<file path="config.mk">
export PLATFORM = sky130hd
export DESIGN_NAME = pulse_rx
export DESIGN_NICKNAME = d
export VERILOG_FILES = /design/src/rtl/pulse_rx.sv
export SDC_FILE = /design/constraint.sdc
export NUM_CORES = 1
export LEC_CHECK = 0
export CAP_MARGIN = 20
export CELL_PAD_IN_SITES_DETAIL_PLACEMENT = 0
export CELL_PAD_IN_SITES_GLOBAL_PLACEMENT = 1
export CORE_UTILIZATION = 50
export DETAILED_ROUTE_END_ITERATION = 12
export PLACE_DENSITY_LB_ADDON = 0.1
export SLEW_MARGIN = 20
export SYNTH_ARGS = -nofsm -noshare
export SYNTH_HDL_FRONTEND = slang
export SYNTH_SLANG_ARGS = --single-unit
</file>
<file path="constraint.sdc">
create_clock -name clk -period 6.8 [get_ports clk]
set_input_delay 1.02 -clock clk [delete_from_list [all_inputs] [get_ports clk]]
set_output_delay 1.02 -clock clk [all_outputs]
set_load 0.01 [all_outputs]
</file>
<file path="src/rtl/pulse_rx.sv">
// pulse_rx: receives LSB-first words from a pulse-burst line (burst in a bit period = 1).
// Defining PULSE_RX_STATS_EN adds the saturating word_count / glitch_count outputs.
module pulse_rx #(
  parameter int BIT_PERIOD = 108,
  parameter int MIN_PULSE  = 24,
  parameter int WORD_BITS  = 32
) (
  input  logic                 clk,
  input  logic                 reset,
  input  logic                 in,
  output logic [WORD_BITS-1:0] word_data,
  output logic                 word_valid,
  input  logic                 word_ready,
  output logic                 busy,
  output logic                 overrun
`ifdef PULSE_RX_STATS_EN
  ,
  output logic [15:0]          word_count,
  output logic [15:0]          glitch_count
`endif
);

  localparam int PH_W  = (BIT_PERIOD > 1) ? $clog2(BIT_PERIOD) : 1;
  localparam int CNT_W = $clog2(BIT_PERIOD + 1);
  localparam int IDX_W = (WORD_BITS > 1) ? $clog2(WORD_BITS) : 1;

  localparam logic [PH_W-1:0]  PH_LAST  = PH_W'(BIT_PERIOD - 1);
  localparam logic [CNT_W-1:0] CNT_MAX  = CNT_W'(BIT_PERIOD);
  localparam logic [CNT_W-1:0] CNT_MIN  = CNT_W'(MIN_PULSE);
  localparam logic [IDX_W-1:0] IDX_LAST = IDX_W'(WORD_BITS - 1);

  typedef enum logic [0:0] {
    IDLE = 1'b0,
    RECV = 1'b1
  } state_t;

  logic                 sync_meta_r;
  logic                 s_in_r;
  logic                 s_in_d_r;
  state_t               state_r;
  state_t               state_s;
  logic [PH_W-1:0]      phase_r;
  logic [PH_W-1:0]      phase_s;
  logic [IDX_W-1:0]     bit_idx_r;
  logic [IDX_W-1:0]     bit_idx_s;
  logic [CNT_W-1:0]     high_cnt_r;
  logic [CNT_W-1:0]     high_cnt_s;
  logic [CNT_W-1:0]     cnt_now_s;
  logic [WORD_BITS-1:0] shift_r;
  logic [WORD_BITS-1:0] shift_s;
  logic                 bit_s;
  logic                 rise_s;
  logic                 word_done_s;
  logic                 glitch_s;
  logic                 load_s;
  logic                 drop_s;
  logic [WORD_BITS-1:0] word_data_r;
  logic                 word_valid_r;
  logic                 busy_r;
  logic                 overrun_r;

  assign rise_s = s_in_r & ~s_in_d_r;

  // Two-flop synchronizer plus one-cycle delay for edge detection.
  always_ff @(posedge clk or posedge reset) begin
    if (reset) begin
      sync_meta_r <= 1'b0;
      s_in_r      <= 1'b0;
      s_in_d_r    <= 1'b0;
    end else begin
      sync_meta_r <= in;
      s_in_r      <= sync_meta_r;
      s_in_d_r    <= s_in_r;
    end
  end

  // FSM and bit-timing state registers.
  always_ff @(posedge clk or posedge reset) begin
    if (reset) begin
      state_r    <= IDLE;
      phase_r    <= '0;
      bit_idx_r  <= '0;
      high_cnt_r <= '0;
      shift_r    <= '0;
    end else begin
      state_r    <= state_s;
      phase_r    <= phase_s;
      bit_idx_r  <= bit_idx_s;
      high_cnt_r <= high_cnt_s;
      shift_r    <= shift_s;
    end
  end

  // Next-state logic: sample counting, bit resolution, glitch and completion detection.
  always_comb begin
    state_s     = state_r;
    phase_s     = phase_r;
    bit_idx_s   = bit_idx_r;
    high_cnt_s  = high_cnt_r;
    shift_s     = shift_r;
    bit_s       = 1'b0;
    word_done_s = 1'b0;
    glitch_s    = 1'b0;
    cnt_now_s   = (s_in_r && (high_cnt_r != CNT_MAX)) ? (high_cnt_r + CNT_W'(1)) : high_cnt_r;
    case (state_r)
      IDLE: begin
        // The detecting cycle is itself the first high sample of bit 0.
        if (rise_s) begin
          state_s    = RECV;
          phase_s    = '0;
          bit_idx_s  = '0;
          high_cnt_s = CNT_W'(1);
          shift_s    = '0;
        end else begin
          state_s = IDLE;
        end
      end
      RECV: begin
        if (phase_r == PH_LAST) begin
          bit_s              = (cnt_now_s >= CNT_MIN);
          shift_s[bit_idx_r] = bit_s;
          phase_s            = '0;
          high_cnt_s         = '0;
          bit_idx_s          = bit_idx_r + IDX_W'(1);
          if ((bit_idx_r == '0) && !bit_s) begin
            glitch_s = 1'b1;
          end else if (bit_idx_r == IDX_LAST) begin
            word_done_s = 1'b1;
          end else begin
            glitch_s = 1'b0;
          end
        end else begin
          phase_s    = phase_r + PH_W'(1);
          high_cnt_s = cnt_now_s;
        end
        if (glitch_s || word_done_s) begin
          state_s = IDLE;
        end else begin
          state_s = RECV;
        end
      end
      default: begin
        state_s = IDLE;
      end
    endcase
  end

  assign load_s = word_done_s & (~word_valid_r | word_ready);
  assign drop_s = word_done_s & word_valid_r & ~word_ready;

  // Output word buffer, handshake, busy and sticky overrun.
  always_ff @(posedge clk or posedge reset) begin
    if (reset) begin
      word_data_r  <= '0;
      word_valid_r <= 1'b0;
      busy_r       <= 1'b0;
      overrun_r    <= 1'b0;
    end else begin
      busy_r <= (state_s == RECV);
      if (load_s) begin
        word_data_r  <= shift_s;
        word_valid_r <= 1'b1;
      end else if (word_valid_r && word_ready) begin
        word_valid_r <= 1'b0;
      end else begin
        word_valid_r <= word_valid_r;
      end
      if (drop_s) begin
        overrun_r <= 1'b1;
      end else begin
        overrun_r <= overrun_r;
      end
    end
  end

  assign word_data  = word_data_r;
  assign word_valid = word_valid_r;
  assign busy       = busy_r;
  assign overrun    = overrun_r;

`ifdef PULSE_RX_STATS_EN
  logic [15:0] word_count_r;
  logic [15:0] glitch_count_r;

  // Saturating counters of delivered words and rejected glitches.
  always_ff @(posedge clk or posedge reset) begin
    if (reset) begin
      word_count_r   <= 16'h0000;
      glitch_count_r <= 16'h0000;
    end else begin
      if (load_s && (word_count_r != 16'hFFFF)) begin
        word_count_r <= word_count_r + 16'h0001;
      end else begin
        word_count_r <= word_count_r;
      end
      if (glitch_s && (glitch_count_r != 16'hFFFF)) begin
        glitch_count_r <= glitch_count_r + 16'h0001;
      end else begin
        glitch_count_r <= glitch_count_r;
      end
    end
  end

  assign word_count   = word_count_r;
  assign glitch_count = glitch_count_r;
`endif

endmodule

</file>
* Yosys cells after proc, flatten, opt, wreduce, memory -nomap -nowiden
Index checks and enable logic that the tools add are counted.
** Word-level totals
- Bits in registers :: 89
- Input port bits :: 4
- Output and inout port bits :: 35
- Word-level logic and storage cells :: 69
** Operators by class
- Add/subtract/negate cells :: 3
- Magnitude comparators :: 3
- Eq/ne operators :: 5
- Multiplexer cells :: 29
- Bitwise gates (word level) :: 9
- Reduce and logical (&&, ||, !) cells :: 9
** Operators with widths (count)
- 2-to-1 mux 32 bit :: 2
- one-hot mux 32 bit (2 select lines) :: 1
- 2-to-1 mux 7 bit :: 5
- bitwise mux 32 bit :: 1
- one-hot mux 7 bit (2 select lines) :: 2
- adder 7 x 1 -> 7 bit (second input constant) :: 2
- 2-to-1 mux 1 bit :: 13
- 2-to-1 mux 5 bit :: 2
- one-hot mux 5 bit (2 select lines) :: 1
- equality test 7 bit (second input constant) :: 1
- greater-or-equal comparator 7 x 5 -> 1 bit (second input constant) :: 1
- inequality test 7 bit (second input constant) :: 1
- < comparator 5 x 6 -> 1 bit (second input constant) :: 1
- adder 5 x 1 -> 5 bit (second input constant) :: 1
- demux 1 bit (select 5 bit) :: 1
- equality test 5 bit (second input constant) :: 1
- greater-or-equal comparator 5 x 1 -> 1 bit (second input constant) :: 1
- logical NOT 5 bit :: 1
- bitwise AND 1 bit :: 4
- logical AND 1 bit :: 4
- inverter 1 bit :: 4
- inequality test 2 x 1 -> 1 bit (second input constant) :: 1
- inequality test 2 bit (second input constant) :: 1
- one-hot mux 1 bit (2 select lines) :: 1
- 5 further kinds :: 5

* Depth between registers and ports, before layout
Gate-level depths: netlist of run 1.
- Depth in word-level cells :: 12
- Depth in mapped cells :: 8
- Gate-level depth less buffers :: 7

* Least setup slack after synthesis of run 1
Ideal clock, no wire load.
- Kind :: register to register
- Start point :: reg high_cnt_r[0]
- End point :: reg word_data_r[0] (netlist: word_data[0])
- Library setup time :: 0.125 ns
- Arrival :: 2.169 ns
- Required time :: 6.675 ns
- Setup slack :: 4.506 ns
- Stages on the path, launching flop included :: 8
- Path buffers :: 1
- Period minus slack after synthesis :: 2.294 ns
- Path through :: dfrtp_1 > ha_1 > and4_4 > nand3_2 > and3_4 > a2111oi_4 > buf_6 > mux2_4
** On the way
- Longest elaborated chain between the ends :: 11
- Elaborated cells on any way between the ends :: 15
- Classes of those cells :: add/sub: 1; order compare: 1; eq/ne: 1; mux: 8; bitwise: 1; reduce/logical: 3
** Ends and longest elaborated chain
- from (decl) :: line 46 : logic [CNT_W-1:0] high_cnt_r;
- from (signal assigned) :: line 89 : high_cnt_r <= high_cnt_s;
- parallel branches: the longest is 2 deep, another holds adder 7 x 1 -> 7 bit
- 2-to-1 mux 7 bit (*) :: line 104 : cnt_now_s = (s_in_r && (high_cnt_r != CNT_MAX)) ? (high_cnt_r + CNT_W'(1)) : high_cnt_r;
- greater-or-equal comparator 7 x 5 -> 1 bit (*) :: line 120 : bit_s = (cnt_now_s >= CNT_MIN);
- logical NOT 1 bit :: line 125 : if ((bit_idx_r == '0) && !bit_s) begin
- logical AND 1 bit :: line 125
- 2-to-1 mux 1 bit :: line 125
- 2-to-1 mux 1 bit :: line 119 : if (phase_r == PH_LAST) begin
- 2-to-1 mux 1 bit (2 in series) :: line 105 : case (state_r)
- bitwise AND 1 bit :: line 148 : assign load_s = word_done_s & (~word_valid_r | word_ready);
- to (signal assigned) :: line 161 : word_data_r <= shift_s;
- to (decl) :: line 57 : logic [WORD_BITS-1:0] word_data_r;
Every way passes the cells marked *. The select of a mux whose other input is x is not followed.
A chain may end at the register's enable or synchronous reset.

* Final worst setup path of run 1
- Start point :: reg s_in_r
- End point :: reg word_data_r[4] (netlist: word_data[4])
** On the way
- Elaborated cells on any way between the ends :: 15
- Classes of those cells :: order compare: 1; mux: 9; bitwise: 2; reduce/logical: 3
** RTL lines
- from (decl) :: line 38 : logic s_in_r;
- from (signal assigned) :: line 72 : s_in_r <= sync_meta_r;
- logical AND 1 bit :: line 104
- 2-to-1 mux 7 bit :: line 104
- greater-or-equal comparator 7 x 5 -> 1 bit :: line 120
- bitwise mux 32 bit :: line 121 : shift_s[bit_idx_r] = bit_s;
- 2-to-1 mux 32 bit :: line 119
- one-hot mux 32 bit (2 select lines) (*) :: line 105
- named net shift_s[4] :: line 50 : logic [WORD_BITS-1:0] shift_s;
The timed path passes the listed nets; every way through them passes the cells marked *. The select of a mux whose other input is x is not followed.

==> results_dict.tcl, run 1 <==
set metrics [dict create \
    path_buf_inv 2 \
    multiInputGateArea_mm2 0.002268 \
    cp-start-kind "flop" \
    drv_slew 0 \
    portBuffers 38 \
    syn-num-nets 460 \
    relSlewSlack_pct 29.96 \
    path_cells "clkinv_1 > o21ai_1 > buf_4 > o2111a_1 > a21oi_1 > mux2_4" \
    r2r_setup_slack_ns 3.34 \
    first_global_vias 3595 \
    cts_tree "built" \
    synth_edf_count 0 \
    maxCapViolCount 0 \
    clk_pin_slew_worst_paths_ns 0.08 \
    seq_area_frac_synth_pct 46.63 \
    whs_endpoint "s_in_r" \
    cts_inserted_buffers 9 \
    reg2reg_depth 6 \
    synth.distinct_cells 52 \
    fp.dieW_um 99.73 \
    p_sw_w 0.0003884 \
    worstPathArrival_ns 3.71 \
    std_cell_rows 35 \
    ctsHoldBuffers 0 \
    layout-drive-gt1-share_pct 13.59 \
    grt_use_total_pct 25.40 \
    cts_buffer_depth 2 \
    via_per_inst 6.120 \
    cts-root-buf "clkbuf_8" \
    leakagePower_nw 2.240 \
    drt-initial-drc-count 202 \
    criticalPathCategory "flop to flop" \
    ys_ff_latch 89 \
    skew_ns 0.02593 \
    critPathRequiredTime_ns 7.06 \
    min_from "sync_meta_r" \
    seqPwrFrac_pct 52.8 \
    internal-power_w 0.0007818 \
    register_area_mm2 0.002227 \
    placed_cells 584 \
    postSynth.asyncResetShare_pct 100.0 \
    yosysWarnings 0 \
    slowest_delay_ns 0.85 \
    r2r-start "s_in_r" \
    drc 0 \
    ctsResizeCount 0 \
    firstDrtPassIters 5 \
    grt_overflow 0 \
    rsz0062_at_grt "no" \
    synthFlopType "dfrtp_1" \
    p_comb_share_pct 16.6 \
    htree_levels 3 \
    synth_area_per_cell_um2 10.66 \
    status "finished clean" \
    post-route-period-util_pct 50.86 \
    synth_top_area_share_pct 46.63 \
    fp.coreArea_mm2 0.009240 \
    insertion_delay_ns 0.39 \
    power_density_mw_per_mm2 217.3 \
    initial_utilization_pct 51.69 \
    area.growth.synth_to_final_pct 12.76 \
    p_clk_share_pct 30.6 \
    yosys-top-cells-area "dfrtp_1 47%, mux2_4 9.4%, a21oi_1 5.1%" \
    mostFrequentLayoutCell "dfrtp_1" \
    drt-total-wl_um 11470 \
    cpLargestDelayFamily "buffers and inverters" \
    switching_share_pct 33.19 \
    nets 478 \
    synthCells 448 \
    dieArea_mm2 0.009946 \
    path_max_fanout 27 \
    rr_endpoint "word_data[4]" \
    grt_pass1_wl_um 19280 \
    finalNonFillerCells 600 \
    dp_hpwl_um 7242 \
    tightest_slew_ns 1.051 \
    period_needed_ns 3.458 \
    crit_cells 6 \
    timing.setup.tns_ns 0 \
    antenna_found_initial 0 \
    ir_drop_uv 175.7 \
    grt_start_max_net_pins 65 \
    antenna_left 0 \
    finalHoldViolCount 0 \
    endpoint_kind "flop" \
    place.gp.congestion 0.7857 \
    n_antenna_cell 0 \
    ioPinCount 39 \
    cts_setup_buffers 0 \
    syn_area_mm2 0.004776 \
    max_freq_mhz 289.2 \
    p_total_w 0.001170 \
    die_y_um 99.73 \
    min_path_type "flop to flop" \
    wl_per_cell_um 19.12 \
    fill_cells 804 \
    finalSetupViolCount 0 \
    synth_top_area_cell "dfrtp_1" \
    final_cell_mix "89 x dfrtp_1, 48 x a21oi_1, 38 x clkdlybuf4s50_1" \
    min_path_cells 0 \
    route.vias.total 3672 \
    clock-sinks 89 \
    cpMaxStageDelayCell "o21ai_1" \
]
[sequential cells by signal (all words and copies together), names as in the netlist]
register and flops:
bit_idx_r 5, overrun 1, busy 1, phase_r 7, sync_meta_r 1, s_in_d_r 1, word_valid 1, s_in_r 1
high_cnt_r 7, word_data 32, shift_r 32
[final cells by class]
cell class | instances | area share (%)
Timing Repair Buffer | 43 | 7.760
Sequential cell | 89 | 41.36
Inverter | 31 | 2.184
Clock buffer | 10 | 2.556
Tap cell | 129 | 2.997
Multi-Input combinational cell | 292 | 42.12
Clock inverter | 6 | 1.022
[synth_stat cells (3+ instances only)]
master,count
a2111oi_0,12
a21o_1,3
a21oi_1,49
a31oi_1,10
and2_1,3
and3_1,8
and3b_1,3
buf_2,8
buf_6,4
clkbuf_1,22
clkinv_1,3
dfrtp_1,89
ha_1,8
inv_1,28
mux2_4,30
nand2_1,19
nand3_1,8
nand4_1,3
nor2_1,9
nor2b_1,3
nor3_1,4
o2111a_1,8
o2111ai_1,12
o21a_1,13
o21ai_0,28
o31a_1,14
o31ai_1,13
xor2_1,4
[metal layers]
| layer | routed length, µm | share of wire [%] | up-vias | GRT usage [%] |
|---|---|---|---|---|
| met2 | 5217 | 45 | 127 | 38.73 |
| met4 | 102 | 0.89 | 0 | 5.769 |
| met3 | 712 | 6.2 | 10 | 6.465 |
| met5 | 0 | 0 | - | 0 |
| li1 | - | - | 1704 | - |
| met1 | 5436 | 47 | 1831 | 36.44 |
[logic make-up (layout without fill, tap and decap cells)]
family          after synthesis  after routing  synth area share [%]
fa+ha+maj                     8              8                 2.096
xor+xnor                      5              5                0.9169
compound gates              173            173                 25.26
simple gates                 72             72                 8.593
buf+inv                      67             90                 6.183
flops                        89             89                 46.63
mux                          34             34                 10.32
[metrics by stage]
stage          worst slack (ns)  utilization [%]  hold slack, ns  instance area, µm²
5_1_grt                   3.077            58.28          0.3891                5385
6_report                  3.342            58.28          0.3869                5385
4_1_cts                   3.462            58.16          0.3867                5374
3_3_place_gp              3.492            56.07          0.3723                5181
3_5_place_dp              3.482            56.07          0.3434                5181
2_1_floorplan             3.473                -          0.3312                4776
[power by group through the flow]
stage               Clock [W]  Combinational [W]  Sequential [W]
floorplan                   0           0.000169        0.000607
global placement            0           0.000193        0.000626
detailed placement          0           0.000197        0.000627
CTS                  0.000372           0.000197        0.000618
global route         0.000391           0.000223        0.000627
finish               0.000359           0.000194        0.000618
[worst max path at each step]
| stage | start | endpoint | slack, ns |
|---|---|---|---|
| after detailed placement | s_in_r | word_data[15] | 3.48 |
| after CTS | s_in_r | word_data[4] | 3.46 |
| after floorplan | reset | bit_idx_r[0] | 3.47 |
| after global placement | s_in_r | word_data[15] | 3.49 |
| final | s_in_r | word_data[4] | 3.34 |
| after global routing | s_in_r | word_data[4] | 3.08 |
No activity file was read; power rests on OpenSTA's default activity.
==> inputs of run 2 (changes only) <==
--- a/config.mk
+++ b/config.mk
@@ -8,7 +8,7 @@
 export CAP_MARGIN = 20
 export CELL_PAD_IN_SITES_DETAIL_PLACEMENT = 0
 export CELL_PAD_IN_SITES_GLOBAL_PLACEMENT = 1
-export CORE_UTILIZATION = 50
+export CORE_UTILIZATION = 46
 export DETAILED_ROUTE_END_ITERATION = 12
 export PLACE_DENSITY_LB_ADDON = 0.1
 export SLEW_MARGIN = 20
==> constraint.sdc (replaced) <==
create_clock -name clk -period 3.23 [get_ports clk]
set_input_delay 0.4845 -clock clk [delete_from_list [all_inputs] [get_ports clk]]
set_output_delay 0.4845 -clock clk [all_outputs]
set_load 0.01 [all_outputs]
==> results_dict.tcl, run 2 (synthesis gave the netlist of run 1 again) <==
set metrics [dict create \
    status "finished clean" \
    path_cells "ha_1 > nor2b_1 > o31a_1 > o31ai_4 > a2111oi_4 > buf_12 > mux2_4" \
    via_per_inst 6.110 \
    insertion_delay_ns 0.38 \
    switching_share_pct 31.57 \
    register_area_mm2 0.002227 \
    cts_inserted_buffers 9 \
    slowest_delay_ns 0.86 \
    post-route-period-util_pct 89.87 \
    drt-initial-drc-count 231 \
    skew_ns 0.008495 \
    ctsResizeCount 0 \
    ctsHoldBuffers 0 \
    timing.setup.tns_ns 0 \
    fp.dieW_um 103.9 \
    drt-total-wl_um 11720 \
    drv_slew 0 \
    power_density_mw_per_mm2 459.3 \
    internal-power_w 0.001716 \
    area.growth.synth_to_final_pct 14.33 \
    rsz0062_at_grt "no" \
    worstPathArrival_ns 3.17 \
    wl_per_cell_um 19.19 \
    htree_levels 3 \
    r2r_setup_slack_ns 0.33 \
    max_freq_mhz 344.5 \
    r2r-start "high_cnt_r[1]" \
    seqPwrFrac_pct 51.6 \
    multiInputGateArea_mm2 0.002257 \
    fp.coreArea_mm2 0.009910 \
    min_from "sync_meta_r" \
    grt_overflow 0 \
    setup.worst_path.start "high_cnt_r[1]" \
    portBuffers 38 \
    cpMaxStageDelayCell "o31ai_4" \
    period_needed_ns 2.903 \
    tightest_slew_ns 1.124 \
    placed_cells 595 \
    ioPinCount 39 \
    finalNonFillerCells 611 \
    antenna_found_initial 0 \
    min_path_type "flop to flop" \
    p_comb_share_pct 17.1 \
    n_antenna_cell 0 \
    cts-root-buf "clkbuf_8" \
    crit_path_end "word_data[14]" \
    relSlewSlack_pct 25.08 \
    reg2reg_depth 7 \
    grt_use_total_pct 22.96 \
    firstDrtPassIters 5 \
    preCtsSetupSlack_ns 0.3743 \
    grt_start_max_net_pins 47 \
    ir_drop_uv 238.7 \
    dp_hpwl_um 7423 \
    clock-sinks 89 \
    place.gp.congestion 0.7520 \
    post-route-util_pct 55.10 \
    drc 0 \
    mostFrequentLayoutCell "dfrtp_1" \
    finalHoldViolCount 0 \
    finalSetupViolCount 0 \
    endpoint_kind "flop" \
    p_clk_share_pct 31.3 \
    std_cell_rows 36 \
    cts_setup_buffers 0 \
    clk_pin_slew_worst_paths_ns 0.09 \
    nets 485 \
    cts_buffer_depth 2 \
    cts_tree "built" \
    fin_ws_ns 0.3273 \
    path_max_fanout 32 \
    final_cell_mix "89 x dfrtp_1, 49 x a21oi_1, 38 x clkdlybuf4s50_1" \
    criticalPathCategory "flop to flop" \
    p_sw_w 0.0007917 \
    cp-start-kind "flop" \
    grt_pass1_wl_um 19280 \
    die_y_um 103.9 \
    dieArea_mm2 0.01079 \
    rr_endpoint "word_data[14]" \
    fill_cells 864 \
    first_global_vias 3691 \
    route.vias.total 3733 \
    layout-drive-gt1-share_pct 14.23 \
    maxCapViolCount 0 \
    leakagePower_nw 2.277 \
    initial_utilization_pct 48.19 \
    critPathRequiredTime_ns 3.49 \
    antenna_left 0 \
]
run 2: changes by cell type in the layout (fill, tap and decap cells not counted), moves of 2 or more:
| cell | change |
|---|---|
| clkinv_4 | -2 |
| clkbuf_1 | +2 |
| inv_6 | -2 |
| buf_12 | +2 |
| buf_4 | +5 |
run 2: power groups by stage:
stage / Clock, W / Sequential, W / Combinational, W
2_1_floorplan: 0 / 0.00128 / 0.000356
3_3_place_gp: 0 / 0.00131 / 0.000416
3_5_place_dp: 0 / 0.00131 / 0.000426
4_1_cts: 0.000807 / 0.00129 / 0.000424
5_1_grt: 0.000857 / 0.00131 / 0.000481
6_report: 0.000784 / 0.00130 / 0.000428
run 2: worst max-delay path, delay by kind of cell, from the launching register on:
family	cells	cell delay, ns
adder cells (fa/ha/maj)	1	0.28
AND/OR/NAND/NOR	1	0.07
buffers and inverters	1	0.26
flip-flops	1	0.44
AO/OA/AOI/OAI	3	1.38
multiplexers	1	0.33
run 2: stage by stage:
step / area (µm²) / hold WS, ns / total power, W
after floorplan: 4776 / 0.3312 / 0.001633
after global placement: 5260 / 0.3401 / 0.001724
after detailed placement: 5260 / 0.3419 / 0.001739
after CTS: 5456 / 0.3609 / 0.002522
after global routing: 5460 / 0.3868 / 0.002649
final: 5460 / 0.3535 / 0.002508
run 2: layout make-up:
class,count,area share (%)
clock buffers,12,2.658
clock inverters,4,0.9395
inverters,31,2.154
multi-input cells,292,41.34
flip-flops and latches,89,40.79
well taps,133,3.048
repair buffers,50,9.074
run 2: metal layers:
layer  share of wire, %  track usage (%)  vias up
met3                4.4            3.822       26
met1                 47            31.89     1862
li1                   -                -     1729
met5                  0                0        -
met2                 46            34.05      116
met4                2.8            12.96        0
run 2: worst min-delay path by stage:
stage	end	slack, ns	cells after the start
6_report	s_in_r	0.35	0
5_1_grt	s_in_r	0.39	0
4_1_cts	s_in_r	0.36	0
3_5_place_dp	s_in_r	0.34	0
3_3_place_gp	s_in_r	0.34	0
2_1_floorplan	s_in_r	0.33	0
==> inputs of run 3 (changes only) <==
--- a/config.mk
+++ b/config.mk
@@ -11,7 +11,6 @@
 export CORE_UTILIZATION = 46
 export DETAILED_ROUTE_END_ITERATION = 12
 export PLACE_DENSITY_LB_ADDON = 0.1
-export SLEW_MARGIN = 20
 export SYNTH_ARGS = -nofsm -noshare
 export SYNTH_HDL_FRONTEND = slang
 export SYNTH_SLANG_ARGS = --single-unit
==> results_dict.tcl, run 3 (synthesis gave the netlist of run 1 again) <==
set metrics [dict create \
    fill_cells 865 \
    path_buf_inv 1 \
    status "finished clean" \
    maxCapViolCount 0 \
    worstPathArrival_ns 3.18 \
    dpl_cell_area_mm2 0.005260 \
    via_per_inst 6.067 \
    cpLargestDelayFamily "compound AO/OA/AOI/OAI gates" \
    dieArea_mm2 0.01079 \
    leakagePower_nw 2.280 \
    cts_tree "built" \
    max_freq_mhz 343.9 \
    initial_utilization_pct 48.19 \
    antenna_left 0 \
    rsz0062_at_grt "no" \
    criticalPathCategory "flop to flop" \
    ctsResizeCount 0 \
    firstDrtPassIters 5 \
    power_density_mw_per_mm2 459.5 \
    nets 486 \
    path_cells "ha_1 > nor2b_1 > o31a_1 > o31ai_4 > a2111oi_4 > buf_12 > mux2_4" \
    grt_pass1_wl_um 19280 \
    drt-total-wl_um 11760 \
    mostFrequentLayoutCell "dfrtp_1" \
    die_y_um 103.9 \
    placed_cells 595 \
    first_global_vias 3691 \
    wl_per_cell_um 19.22 \
    cts_buffer_depth 2 \
    post-route-period-util_pct 90.02 \
    drc 0 \
    clock-sinks 89 \
    final_cell_mix "89 x dfrtp_1, 49 x a21oi_1, 38 x clkdlybuf4s50_1" \
    grt_start_max_net_pins 47 \
    cts-root-buf "clkbuf_8" \
    ctsHoldBuffers 0 \
    drt-initial-drc-count 239 \
    timing.setup.tns_ns 0 \
    tightest_slew_ns 1.146 \
    ioPinCount 39 \
    multiInputGateArea_mm2 0.002253 \
    min_path_type "flop to flop" \
    antenna_found_initial 0 \
    layout-drive-gt1-share_pct 14.20 \
    critPathRequiredTime_ns 3.50 \
    grt_overflow 0 \
    htree_levels 3 \
    clk_pin_slew_worst_paths_ns 0.09 \
    n_antenna_cell 0 \
    register_area_mm2 0.002227 \
    slowest_delay_ns 0.86 \
    route.vias.total 3713 \
    endpoint_kind "flop" \
    finalSetupViolCount 0 \
    place.gp.congestion 0.7520 \
    fin_ws_ns 0.3222 \
    finalNonFillerCells 612 \
    drv_slew 0 \
    insertion_delay_ns 0.38 \
    grt_use_total_pct 22.96 \
    fp.dieW_um 103.9 \
    fp.coreArea_mm2 0.009910 \
    skew_ns 0.009143 \
    cpMaxStageDelayCell "o31ai_4" \
    cts_setup_buffers 0 \
    stdcell_area_mm2 0.005464 \
    relSlewSlack_pct 23.63 \
    period_needed_ns 2.908 \
    portBuffers 38 \
    preCtsSetupSlack_ns 0.3743 \
    finalHoldViolCount 0 \
    area.growth.synth_to_final_pct 14.41 \
    cp-start-kind "flop" \
    path_max_fanout 32 \
    std_cell_rows 36 \
    dp_hpwl_um 7423 \
    post-route-util_pct 55.14 \
    cts_inserted_buffers 9 \
    ir_drop_uv 229.1 \
]
run 3: changes by cell type in the layout (fill, tap and decap cells not counted):
cell,previous run,this run
buf_4,10,11
o21ai_1,1,2
o21ai_2,1,0
run 3: layer usage:
metal / share of wire, % / vias to the layer above / track usage [%]
met1: 47 / 1840 / 31.89
li1: - / 1725 / -
met2: 45 / 124 / 34.05
met4: 3.0 / 0 / 12.96
met5: 0 / - / 0
met3: 4.5 / 24 / 3.822
run 3: cell type report:
type / instances / share of cell area (%)
Multi-Input combinational cell: 292 / 41.24
Sequential cell: 89 / 40.76
Timing Repair Buffer: 51 / 9.205
Tap cell: 133 / 3.046
Clock buffer: 12 / 2.656
Inverter: 31 / 2.153
Clock inverter: 4 / 0.9389
run 3: power breakdown:
| part | internal (W) | switching [W] | total (W) |
|---|---|---|---|
| registers | 0.00119 | 0.000107 | 0.00129 |
| clock network | 0.000381 | 0.000408 | 0.000789 |
| logic | 0.000149 | 0.000278 | 0.000427 |
run 3: metrics by stage:
| stage | power, W | hold slack (ns) |
|---|---|---|
| floorplan | 0.001633 | 0.3312 |
| global placement | 0.001724 | 0.3401 |
| detailed placement | 0.001739 | 0.3419 |
| CTS | 0.002522 | 0.3609 |
| global route | 0.002648 | 0.3868 |
| finish | 0.002511 | 0.3579 |
run 3: worst paths after layout:
check,slack [ns],start,to,cells past startpoint
min reg2reg,0.36,sync_meta_r,s_in_r,0
min,0.36,sync_meta_r,s_in_r,0
min in group asynchronous,0.57,reset,word_data[26],2
max,0.32,high_cnt_r[1],word_data[13],7
max in group asynchronous,1.96,reset,phase_r[2],3
max reg2reg,0.32,high_cnt_r[1],word_data[13],7
